<file path="config.mk">
export PLATFORM = sky130hd
export DESIGN_NAME = audio_dac_i2s_tx
export DESIGN_NICKNAME = d
export VERILOG_FILES = /design/src/rtl/audio_dac_i2s_tx.sv
export SDC_FILE = /design/constraint.sdc
export NUM_CORES = 1
export LEC_CHECK = 0
export BUFFER_PORTS_ARGS = -buffer_cell sky130_fd_sc_hd__buf_2
export CAP_MARGIN = 20
export CORE_AREA = 10 10 87 89
export CTS_BUF_LIST = sky130_fd_sc_hd__clkbuf_4 sky130_fd_sc_hd__clkbuf_8 sky130_fd_sc_hd__clkbuf_16
export CTS_CLUSTER_DIAMETER = 120
export DETAILED_ROUTE_END_ITERATION = 7
export DIE_AREA = 0 0 97 99
export PLACE_DENSITY = 0.64
export SLEW_MARGIN = 10
export SYNTH_ARGS = -nofsm -noshare
export SYNTH_HDL_FRONTEND = slang
export SYNTH_SLANG_ARGS = --single-unit
</file>
<file path="constraint.sdc">
create_clock -name clk -period 2.3 [get_ports clk]
set_input_delay 0 -clock clk [delete_from_list [all_inputs] [get_ports clk]]
set_output_delay 0 -clock clk [all_outputs]
set_load 0.01 [all_outputs]
</file>
<file path="src/rtl/audio_dac_i2s_tx.sv">
`default_nettype none
// ============================================================================
// Module   : audio_dac_i2s_tx
// Purpose  : Serializes buffered mono samples MSB-first onto an I2S DAC line,
//            sending the same word in both the left and right channels.
// Revision : 1.0 - initial release
// ============================================================================
module audio_dac_i2s_tx #(
    parameter int DATA_W = 16
) (
    input  logic              clk,
    input  logic              i_rst_n,
    input  logic              i_daclrck,
    input  logic              i_valid,
    input  logic [DATA_W-1:0] i_sample,
    input  logic              i_clr_flags,
    output logic              o_aud_dacdat,
    output logic              o_sample_tick,
    output logic              o_underrun,
    output logic              o_overrun,
    output logic              o_frame_err
);

    localparam int CNT_W = (DATA_W > 1) ? $clog2(DATA_W) : 1;
    localparam logic [CNT_W-1:0] C_LAST_BIT = CNT_W'(DATA_W - 1);

    typedef enum logic [1:0] {
        S_IDLE  = 2'd0,
        S_SHIFT = 2'd1,
        S_WAIT  = 2'd2
    } state_t;

    state_t            state_q, state_d;
    logic              lrck_d1_q;
    logic [DATA_W-1:0] hold_data_q, hold_data_d;
    logic              hold_full_q, hold_full_d;
    logic [DATA_W-1:0] cur_sample_q, cur_sample_d;
    logic [DATA_W-1:0] shift_q, shift_d;
    logic [CNT_W-1:0]  cnt_q, cnt_d;
    logic              dacdat_q, dacdat_d;
    logic              tick_q, tick_d;
    logic              underrun_q, underrun_d;
    logic              overrun_q, overrun_d;
    logic              frame_err_q, frame_err_d;

    logic w_fall;
    logic w_rise;
    logic w_load;

    assign w_fall = lrck_d1_q & ~i_daclrck;
    assign w_rise = ~lrck_d1_q & i_daclrck;
    // Right-channel edges only matter once a left frame has started the stream.
    assign w_load = w_fall | (w_rise & (state_q != S_IDLE));

    always_comb begin
        state_d      = state_q;
        hold_data_d  = i_valid ? i_sample : hold_data_q;
        hold_full_d  = hold_full_q | i_valid;
        cur_sample_d = cur_sample_q;
        shift_d      = shift_q;
        cnt_d        = cnt_q;
        dacdat_d     = 1'b0;
        tick_d       = 1'b0;
        underrun_d   = underrun_q & ~i_clr_flags;
        overrun_d    = overrun_q & ~i_clr_flags;
        frame_err_d  = frame_err_q & ~i_clr_flags;

        // A left edge consumes the buffer before any concurrent write lands in it.
        if (w_fall) begin
            tick_d      = 1'b1;
            hold_full_d = i_valid;
            if (hold_full_q) begin
                cur_sample_d = hold_data_q;
            end else begin
                underrun_d = 1'b1;
            end
        end else if (i_valid && hold_full_q) begin
            overrun_d = 1'b1;
        end

        if (w_load) begin
            if ((state_q == S_SHIFT) && (cnt_q != C_LAST_BIT)) begin
                frame_err_d = 1'b1;
            end
            state_d  = S_SHIFT;
            dacdat_d = cur_sample_d[DATA_W-1];
            shift_d  = cur_sample_d << 1;
            cnt_d    = '0;
        end else begin
            case (state_q)
                S_SHIFT: begin
                    if (cnt_q == C_LAST_BIT) begin
                        state_d = S_WAIT;
                    end else begin
                        dacdat_d = shift_q[DATA_W-1];
                        shift_d  = shift_q << 1;
                        cnt_d    = cnt_q + 1'b1;
                    end
                end
                default: dacdat_d = 1'b0;
            endcase
        end
    end

    always_ff @(posedge clk or negedge i_rst_n) begin
        if (!i_rst_n) begin
            state_q      <= S_IDLE;
            lrck_d1_q    <= 1'b0;
            hold_data_q  <= '0;
            hold_full_q  <= 1'b0;
            cur_sample_q <= '0;
            shift_q      <= '0;
            cnt_q        <= '0;
            dacdat_q     <= 1'b0;
            tick_q       <= 1'b0;
            underrun_q   <= 1'b0;
            overrun_q    <= 1'b0;
            frame_err_q  <= 1'b0;
        end else begin
            state_q      <= state_d;
            lrck_d1_q    <= i_daclrck;
            hold_data_q  <= hold_data_d;
            hold_full_q  <= hold_full_d;
            cur_sample_q <= cur_sample_d;
            shift_q      <= shift_d;
            cnt_q        <= cnt_d;
            dacdat_q     <= dacdat_d;
            tick_q       <= tick_d;
            underrun_q   <= underrun_d;
            overrun_q    <= overrun_d;
            frame_err_q  <= frame_err_d;
        end
    end

    assign o_aud_dacdat  = dacdat_q;
    assign o_sample_tick = tick_q;
    assign o_underrun    = underrun_q;
    assign o_overrun     = overrun_q;
    assign o_frame_err   = frame_err_q;

endmodule
`default_nettype wire

</file>
==> results.sh <==
export IMPL_status="finished clean"
export IMPL_worstSkewPairLatency_ns=0.33
export IMPL_seq_area_sq_um=1500
export IMPL_worstPathRequired_ns=2.52
export IMPL_p_leak_uw=0.00147
export IMPL_clkSinkCount=60
export IMPL_critical_path_slowest_cell="nor2_1"
export IMPL_peakVddDrop_mv=0.475
export IMPL_critPathMaxStageDelay_ns=0.74
export IMPL_synth_seq_cells=60
export IMPL_wirelength_um=4850
export IMPL_hold_slack_ns=0.174
export IMPL_routed_via_count=1640
export IMPL_fin_tns_setup_ns=0
export IMPL_synth_area_leaders="dfrtp_1, mux2_2, mux2i_1"
export IMPL_drt_pass1_iter_count=4
export IMPL_synth_simple_area_share_pct=6.40
export IMPL_busiest_layer="met2"
export IMPL_setup_violations=0
export IMPL_cts_tree="done"
export IMPL_post_cts_setup_buffer_count=0
export IMPL_die_area_sq_um=9600
export IMPL_drtIter0Drc=48
export IMPL_post_cts_resized=0
export IMPL_cts_buffer_depth=2
export IMPL_netlist_area_sq_um=2640
export IMPL_synth_mux_area_share_pct=25.0
export IMPL_multi_input_area_sq_um=1050
export IMPL_drc=0
export IMPL_io_pins=26
export IMPL_cp_data_arrival_time_ns=2.18
export IMPL_startpoint_type="register"
export IMPL_portBuffers=25
export IMPL_crit_path_end_kind="register"
export IMPL_gp_congestion=0.762
export IMPL_die_w_um=97
export IMPL_coreArea_sq_um=5850
export IMPL_yosysTopAreaCell="dfrtp_1"
export IMPL_yosysWarningCount=0
export IMPL_grt_max_degree=30
export IMPL_grt_antenna_before_repair=0
export IMPL_synth_compound_area_share_pct=6.87
export IMPL_skew_ns=0.00487
export IMPL_crit_path_frequent_cell="nor2_1"
export IMPL_period_share_pct=85.5
export IMPL_fp_row_count=28
export IMPL_synth_xor_area_share_pct=0.995
export IMPL_met1_usage_pct=12.6
export IMPL_diodes=0
export IMPL_synth_fa_ha_area_share_pct=0.474
export IMPL_maxCapViolations=0
export IMPL_clk_pin_slew_ns=0.06
export IMPL_cp_cell_sequence="nand2b_1 -> nor2_1 -> nor2_1 -> mux2_2"
export IMPL_max_freq_mhz=508
export IMPL_synth_fp_nets=218
export IMPL_grt_overflow=0
export IMPL_fin_nets=266
export IMPL_synthCells=196
export IMPL_ant_nets=0
export IMPL_period_minus_slack_ns=1.97
export IMPL_holdPathStages=2
export IMPL_post_drt_wl_per_cell_um=15.0
export IMPL_dp_final_hpwl_um=3170
export IMPL_reg2reg_depth=4
export IMPL_power_density_nw_per_um2=839
export IMPL_synth_top_family_by_area="multiplexers"
export IMPL_grtUsageTotal_pct=11.1
export IMPL_final_max_slew_violation_count=0
export IMPL_syn_to_final_growth_pct=21.9
export IMPL_criticalPathCategory="reg2reg"
export IMPL_max_slew_margin_rel_pct=35.7
export IMPL_synthDistinctLibCells=30
export IMPL_cts_root_buffer="clkbuf_8"
export IMPL_use_met3_pct=4.82
export IMPL_numCtsBuffers=9
export IMPL_syn_mean_instance_area_sq_um=13.5
export IMPL_n_fill_cell=485
export IMPL_grt_pass1_vias=1802
export IMPL_h_tree_depth=3
export IMPL_yosysSeqAreaShare_pct=56.8
export IMPL_rsz0062_at_grt="false"
export IMPL_synth_top_cell_area_share_pct=56.8
export IMPL_die_y_um=99
export IMPL_grt_pass1_wl_um=8640
export IMPL_tightestPinTransition_ns=0.960
export IMPL_finalHoldViolCount=0
export IMPL_start_util_pct=45.1
export IMPL_via_per_inst=5.08
export IMPL_grt_use_met2_pct=17.5
export IMPL_cp_max_fo=14
export IMPL_final_layout_size_suffix_gt1_share_pct=33.5
export IMPL_holdCritPathClass="in2reg"
==> final timing paths <==
| check | from | end | slack, ns |
|---|---|---|---|
| min in group asynchronous | i_rst_n | cur_sample_q[7]$_DFF_PN0_ | 0.22 |
| min reg2reg | cur_sample_q[15]$_DFF_PN0_ | cur_sample_q[15]$_DFF_PN0_ | 0.49 |
| max reg2reg | lrck_d1_q$_DFF_PN0_ | shift_q[10]$_DFFE_PN0P_ | 0.33 |
| max | lrck_d1_q$_DFF_PN0_ | shift_q[10]$_DFFE_PN0P_ | 0.33 |
| min | i_valid | hold_full_q$_DFF_PN0_ | 0.17 |
| max in group asynchronous | i_rst_n | hold_data_q[0]$_DFFE_PN0P_ | 1.37 |
==> placed cells by master, fill, tap and decap left out, types with 9 or more instances in the layout <==
cell type	n
mux2i_1	27
dfrtp_1	60
clkbuf_8	12
mux2_2	31
nor2_1	9
o221ai_1	13
dlygate4sd3_1	19
nand2_1	14
buf_2	25
==> kinds of logic (layout without fill, tap and decap cells) <==
family | count (synthesis) | after routing
flip-flops | 60 | 60
buffers and inverters | 15 | 67
adder cells (fa/ha/maj) | 1 | 1
AND/OR/NAND/NOR | 33 | 33
XOR/XNOR | 3 | 3
AO/OA/AOI/OAI | 23 | 23
multiplexers | 61 | 61
==> report_power, final <==
part | leakage (uW) | switching [uW] | internal (uW)
registers | 0.000719 | 106 | 1230
clock network | 0.000110 | 373 | 608
logic | 0.000645 | 163 | 222
==> Yosys cell counts <==
cell	instances
a21o_1	1
a21oi_1	1
a22o_1	1
a41oi_1	1
and3_1	1
buf_2	5
buf_4	2
buf_6	2
clkbuf_1	2
clkinv_4	1
dfrtp_1	60
ha_1	1
inv_1	3
mux2_1	1
mux2_2	31
mux2_4	2
mux2i_1	27
nand2_1	14
nand2_4	2
nand2b_1	1
nand2b_4	1
nand3_1	4
nor2_1	9
nor2b_4	1
o21ai_0	2
o21ai_1	1
o21ba_2	1
o221ai_1	13
o22ai_1	2
xor2_1	3
==> per-layer routing <==
| metal | routed length [um] | part of all wire, % |
|---|---|---|
| met5 | 0 | 0 |
| met4 | 83 | 1.7 |
| met3 | 245 | 5.1 |
| met2 | 2190 | 45 |
| met1 | 2330 | 48 |
==> flip-flops by register name (all words and copies together) (netlist names) <==
name / flops
hold_data_q: 16
o_sample_tick: 1
o_aud_dacdat: 1
o_overrun: 1
shift_q: 15
lrck_d1_q: 1
cnt_q: 4
state_q: 2
cur_sample_q: 16
hold_full_q: 1
o_underrun: 1
o_frame_err: 1
==> metrics by stage <==
| step | util [%] | instances | total power [uW] | instance area, sq um | setup WS [ns] |
|---|---|---|---|---|---|
| finish | 55.0 | 323 | 2700 | 3220 | 0.333 |
| global route | 55.0 | 323 | 2860 | 3220 | 0.151 |
| CTS | 55.0 | 323 | 2750 | 3220 | 0.303 |
| detailed placement | 48.2 | 289 | 1720 | 2820 | 0.310 |
| global placement | 48.2 | 289 | 1710 | 2820 | 0.401 |
| floorplan | - | 196 | 1600 | 2640 | 0.722 |
==> what timing repair did <==
| item | 4_1_cts | 5_1_grt |
|---|---|---|
| setup endpoints to repair | 0 | 0 |
| endpoints found under the hold margin | 47 | 0 |
| hold buffers | 19 | 0 |
==> critical path, delay by kind of cell (launching register included) <==
family,cells,cell delay [ns]
and+or+nand+nor,3,1.12
muxes,1,0.33
DFF,1,0.40
==> layout make-up <==
cell class | instances | share of cell area (%)
inverter | 4 | 0.622
timing repair buffer | 48 | 10.7
sequential | 60 | 46.6
clock buffer | 14 | 5.59
multi-input combinational | 121 | 32.6
tap | 75 | 2.91
clock inverter | 1 | 0.932
(Power assumes the default switching activity.)
